[config.mk]
export PLATFORM = sky130hd
export DESIGN_NAME = ldpc_stream_encoder
export DESIGN_NICKNAME = d
export VERILOG_FILES = /design/src/rtl/ldpc_pkg.sv /design/src/rtl/ldpc_parity_slice.sv /design/src/rtl/ldpc_stream_encoder.sv
export SDC_FILE = /design/constraint.sdc
export NUM_CORES = 1
export LEC_CHECK = 0
export CORE_ASPECT_RATIO = 1.4
export CORE_MARGIN = 2
export CORE_UTILIZATION = 46
export DETAILED_ROUTE_END_ITERATION = 16
export PLACE_DENSITY = 0.79
export SYNTH_ARGS = -nofsm -noshare
export SYNTH_HDL_FRONTEND = slang
export SYNTH_SLANG_ARGS = --single-unit
[constraint.sdc]
create_clock -name clk -period 1.65 [get_ports clk]
set_input_delay 0.4125 -clock clk [delete_from_list [all_inputs] [get_ports clk]]
set_output_delay 0.4125 -clock clk [all_outputs]
set_load 0.005 [all_outputs]
[src/rtl/ldpc_pkg.sv]
// Shared defaults, state encoding and constant helpers for the streaming LDPC encoder.
// The defaults reproduce the (11,6) code of the earlier fixed combinational encoder.
package ldpc_pkg;
   localparam int DEF_N = 11;
   localparam int DEF_K = 6;
   localparam logic [29:0] DEF_P_MATRIX = 30'h3F119998;

   typedef enum logic [1:0] {
      IDLE = 2'd0,
      CALC = 2'd1,
      HOLD = 2'd2
   } state_t;

   function automatic int ceil_div(input int a, input int b);
      return (a + b - 1) / b;
   endfunction

   // Counter width for v states; never narrower than one bit.
   function automatic int clog2_min1(input int v);
      int r;
      r = 0;
      while ((1 << r) < v) r++;
      return (r < 1) ? 1 : r;
   endfunction
endpackage

[src/rtl/ldpc_parity_slice.sv]
// GF(2) parity contribution of one W-bit slice of the info word.
// Lanes whose mask bit is clear contribute nothing.
module ldpc_parity_slice
   import ldpc_pkg::*;
#(
   parameter int M = 5,
   parameter int W = 2
) (
   input  logic [W-1:0]   info,
   input  logic [W*M-1:0] rows,
   input  logic [W-1:0]   lane_mask,
   output logic [M-1:0]   parity
);

   always_comb begin
      parity = '0;
      for (int j = 0; j < W; j++) begin
         if (info[j] && lane_mask[j]) parity = parity ^ rows[j*M +: M];
      end
   end

endmodule

[src/rtl/ldpc_stream_encoder.sv]
// Systematic LDPC encoder: accepts a K-bit word, accumulates parity W bits per cycle,
// then holds {info, parity} until the downstream stage takes it.
module ldpc_stream_encoder
   import ldpc_pkg::*;
#(
   parameter int N = DEF_N,
   parameter int K = DEF_K,
   parameter int W = 2,
   parameter logic [K*(N-K)-1:0] P_MATRIX = DEF_P_MATRIX,
   parameter int CNT_W = 16
) (
   input  logic             clk,
   input  logic             rst_n,
   input  logic             i_en,
   input  logic             i_valid,
   output logic             o_ready,
   input  logic [K-1:0]     info_bits,
   output logic             o_valid,
   input  logic             i_ready,
   output logic [N-1:0]     codeword,
   output logic             o_busy,
   output logic [CNT_W-1:0] o_count
);

   localparam int M  = N - K;
   localparam int C  = ceil_div(K, W);
   localparam int SW = clog2_min1(C);
   localparam int PW = C * W;
   localparam logic [SW-1:0] LAST = SW'(C - 1);

   state_t            state, state_nxt;
   logic [SW-1:0]     slice;
   logic [M-1:0]      acc;
   logic [M-1:0]      contrib;
   logic [K-1:0]      info_q;
   logic [N-1:0]      codeword_q;
   logic [CNT_W-1:0]  count;
   logic [PW-1:0]     info_pad;
   logic [PW*M-1:0]   rows_pad;
   logic [W-1:0]      lane_info;
   logic [W-1:0]      lane_mask;
   logic [W*M-1:0]    lane_rows;
   logic              accept, handoff, last_step;

   assign o_ready   = (state == IDLE) && i_en;
   assign accept    = i_valid && o_ready;
   assign handoff   = (state == HOLD) && i_ready && i_en;
   assign last_step = (state == CALC) && i_en && (slice == LAST);

   assign o_valid  = (state == HOLD);
   assign o_busy   = (state != IDLE);
   assign codeword = codeword_q;
   assign o_count  = count;

   // Zero-pad to a whole number of slices so the final slice never reads past K.
   assign info_pad = PW'(info_q);
   assign rows_pad = (PW*M)'(P_MATRIX);

   always_comb begin
      lane_mask = '0;
      lane_info = info_pad[slice*W +: W];
      lane_rows = rows_pad[slice*W*M +: W*M];
      for (int j = 0; j < W; j++) begin
         lane_mask[j] = ((int'(slice) * W + j) < K);
      end
   end

   ldpc_parity_slice #(
      .M (M),
      .W (W)
   ) u_slice (
      .info      (lane_info),
      .rows      (lane_rows),
      .lane_mask (lane_mask),
      .parity    (contrib)
   );

   always_ff @(posedge clk or negedge rst_n) begin
      if (!rst_n) state <= IDLE;
      else        state <= state_nxt;
   end

   always_comb begin
      state_nxt = state;
      case (state)
         IDLE:    if (accept)    state_nxt = CALC;
         CALC:    if (last_step) state_nxt = HOLD;
         HOLD:    if (handoff)   state_nxt = IDLE;
         default: state_nxt = IDLE;
      endcase
   end

   always_ff @(posedge clk or negedge rst_n) begin
      if (!rst_n) begin
         slice      <= '0;
         acc        <= '0;
         codeword_q <= '0;
         count      <= '0;
      end else begin
         if (accept) begin
            slice <= '0;
            acc   <= '0;
         end
         if ((state == CALC) && i_en) begin
            acc <= acc ^ contrib;
            if (last_step) codeword_q <= {info_q, acc ^ contrib};
            else           slice      <= slice + SW'(1);
         end
         if (handoff) count <= count + CNT_W'(1);
      end
   end

   // Info register is pure data: only the accept strobe matters.
   always_ff @(posedge clk) begin
      if (accept) info_q <= info_bits;
   end

endmodule

==> results.py <==
metrics = {
    "route": {
        "firstDrtPassIters": 4,
        "routed_wl_um": 5250,
        "drtIter0Drc": 65,
        "viasPerCell": 5.20,
        "vias": 1790,
        "post_drt_wl_per_cell_um": 15.3,
        "drc": 0,
        "postRouteAntennaNets": 0,
    },
    "setup_path": {
        "cp-startpoint": "slice[0]$_DFF_PN0_",
        "ff2ff_setup_slack_ns": -0.09,
        "worstReg2RegStart": "slice[0]$_DFF_PN0_",
        "required_ns": 1.87,
        "worstPathArrival_ns": 1.96,
        "crit_family": "compound AO/OA/AOI/OAI gates",
        "critPathCaptureType": "flop",
        "crit_cells": 7,
        "crit_type": "flop to flop",
        "crit_chain": "buf_6, nand3b_1, o21ai_4, nand3b_1, a2111oi_2, a21oi_1, o21ai_1",
        "worst-path-buf-inv": 1,
        "reg2regPathDepth": 7,
        "rr_endpoint": "acc[0]$_DFFE_PN0P_",
        "crit_top_cell": "nand3b_1",
        "crit_fanout": 6,
        "slowest_stage": "dfrtp_2",
        "cp_slowest_stage_delay_ns": 0.46,
        "crit_end": "acc[0]$_DFFE_PN0P_",
        "start_kind": "flop",
    },
    "timing": {
        "timing.final.crit_share_pct": 106,
        "relSlewSlack_pct": 73.5,
        "rsz0062_at_grt": "yes",
        "setup_slack_ns": -0.0929,
        "worst_slew_pin_slew_ns": 0.393,
        "final_hold_viol_count": 0,
        "min_period_ns": 1.74,
        "fmax_ghz": 0.574,
        "holdWs_ns": 0.468,
        "setup_viol": 6,
        "slew_violations": 0,
        "clock-skew-final_ns": 0.00767,
    },
    "logic_synthesis": {
        "synth-async-reset-ratio_pct": 85.7,
        "synthFlopType": "dfrtp_1",
        "synth_cell_types": 43,
        "avgSynthCellArea_um2": 10.8,
        "synthCells": 191,
        "syn_nets": 207,
        "synth_area_um2": 2070,
        "seq_area_frac_synth_pct": 52.2,
        "ys_seq_elements": 42,
        "synth_edf_count": 6,
        "yosys_warnings": 0,
    },
    "global_route": {
        "grt_pass1_vias": 1757,
        "grt-ovfl-total": 0,
        "antenna_found_initial": 0,
        "grt_max_degree": 37,
        "track_usage_pct": 20.9,
        "grt_pass1_wl_um": 7910,
    },
    "cts": {
        "tritoncts": "built",
        "root_buffer": "clkbuf_8",
        "clockBufferDepth": 2,
        "clock_latency_ns": 0.30,
        "h-tree-depth": 2,
        "cts_made_buffers": 5,
        "clkTransAtPathRegs_ns": 0.09,
        "cts.sinks": 42,
    },
    "outcome": {
        "outcome": "finished, violations left",
        "violations": "negative setup slack",
    },
    "power": {
        "power_density_nw_per_um2": 1440,
        "ir_worst_vdd_uv": 893,
        "leakage_nw": 1.45,
    },
    "floorplanning": {
        "fp-row-count": 28,
        "die_w_um": 60.7,
        "pin_count": 41,
        "die_y_um": 83.4,
        "initial_core_util_pct": 48.5,
        "core_um2": 4270,
        "die_area_um2": 5060,
    },
    "cells_and_area": {
        "drive_above_1_share_pct": 33.8,
        "fillers": 279,
        "diodes": 0,
        "area_growth_syn_to_layout_pct": 52.1,
        "nets": 299,
    },
    "hold_path": {
        "worstHoldStart": "o_count[15]$_DFFE_PN0P_",
        "hold_class": "flop to flop",
    },
    "place": {
        "portBuffers": 40,
        "dp_hpwl_um": 2990,
        "pre_cts_slack_ns": -0.358,
        "gp_congestion": 0.876,
    },
    "job": {
        "maxCapViolations": 0,
    },
}
==> cell usage after synthesis (all sizes together) (3+ instances only) <==
cell	count	area share, %
xnor2	15	6.3
a21oi	4	0.97
mux2i	4	1.9
nand2	22	4.0
ha	5	3.0
nand4	3	0.91
nand3b	6	2.2
buf	3	1.0
xor2	8	3.4
dfrtp	36	43
mux2	6	3.3
inv	6	1.1
o21ai	10	3.0
nor2	13	2.4
edfxtp	6	8.7
nand3	13	3.1
o21bai	3	1.1
and3	3	1.2
a22o	3	1.3
==> report_power, final <==
| part | internal, W | leakage (nW) | switching [W] | total, W |
|---|---|---|---|---|
| sequential | 0.00130 | 0.526 | 0.000210 | 0.00151 |
| combinational | 0.00127 | 0.875 | 0.000942 | 0.00221 |
| clock | 0.000452 | 0.0514 | 0.000379 | 0.000831 |
| total | 0.00302 | 1.45 | 0.00153 | 0.00455 |
==> timing repair <==
| item | in CTS | in global routing |
|---|---|---|
| hold buffers | 0 | 0 |
| gates resized for setup | 30 | 16 |
| pin swaps | 7 | 10 |
| setup buffers | 16 | 10 |
| endpoints found under the setup margin | 31 | 26 |
| cloned | 0 | 0 |
==> state kept, by name (all words and copies together) (netlist names) <==
name      count
acc           5
info_pad      6
o_count      16
codeword     11
slice         2
state         2
==> routing by layer <==
metal | vias up | share of wire (%) | GRT usage [%]
li1 | 846 | - | -
met1 | 865 | 39 | 23.6
met3 | 18 | 5.0 | 4.36
met4 | 0 | 3.3 | 10.5
met2 | 61 | 53 | 35.6
met5 | - | 0 | 0
==> how the worst min path moves through the flow <==
stage | to | depth (start not counted)
after floorplan | acc[0]$_DFFE_PN0P_ | 0
after global placement | o_count[15]$_DFFE_PN0P_ | 1
after detailed placement | o_count[15]$_DFFE_PN0P_ | 1
after CTS | o_count[15]$_DFFE_PN0P_ | 1
after global routing | o_count[15]$_DFFE_PN0P_ | 1
final | o_count[15]$_DFFE_PN0P_ | 1
==> layout make-up <==
| type | instances | area, um^2 | area share, % |
|---|---|---|---|
| flip-flops and latches | 42 | 1080 | 34.4 |
| multi-input cells | 139 | 1060 | 33.6 |
| repair buffers | 89 | 800 | 25.4 |
| well taps | 60 | 75.1 | 2.38 |
| clock buffers | 6 | 72.6 | 2.30 |
| clock inverters | 2 | 37.5 | 1.19 |
| inverters | 6 | 22.5 | 0.715 |
==> per-stage QoR <==
| stage | instance area, um^2 | util, % | power (W) | std cells | setup TNS, ns |
|---|---|---|---|---|---|
| CTS | 3030 | 70.9 | 0.00434 | 334 | -0.157 |
| finish | 3150 | 73.7 | 0.00455 | 344 | -0.343 |
| global route | 3150 | 73.7 | 0.00479 | 344 | -1.33 |
| global placement | 2730 | 63.8 | 0.00322 | 310 | -6.05 |
| detailed placement | 2730 | 63.8 | 0.00328 | 310 | -7.53 |
| floorplan | 2100 | - | 0.00249 | 191 | -0.0135 |
==> cell families after synthesis <==
group | Yosys count | synth area share, %
simple gates | 72 | 17.9
flops | 42 | 52.2
compound gates | 29 | 9.72
xor+xnor | 23 | 9.72
buf+inv | 10 | 2.29
mux | 10 | 5.19
fa+ha+maj | 5 | 3.02
==> cell usage in the layout, fill, tap and decap left out, drive strengths merged, types with 3 or more instances in the layout <==
cell,instances
a21oi,4
a22o,3
and3,3
buf,50
clkbuf,7
clkdlybuf4s50,33
dfrtp,36
dlygate4sd2,3
edfxtp,6
ha,5
inv,6
mux2,6
mux2i,4
nand2,22
nand3,13
nand3b,6
nand4,3
nor2,13
o21ai,10
o21bai,3
xnor2,15
xor2,8
Power figures use the tool's default switching activity.
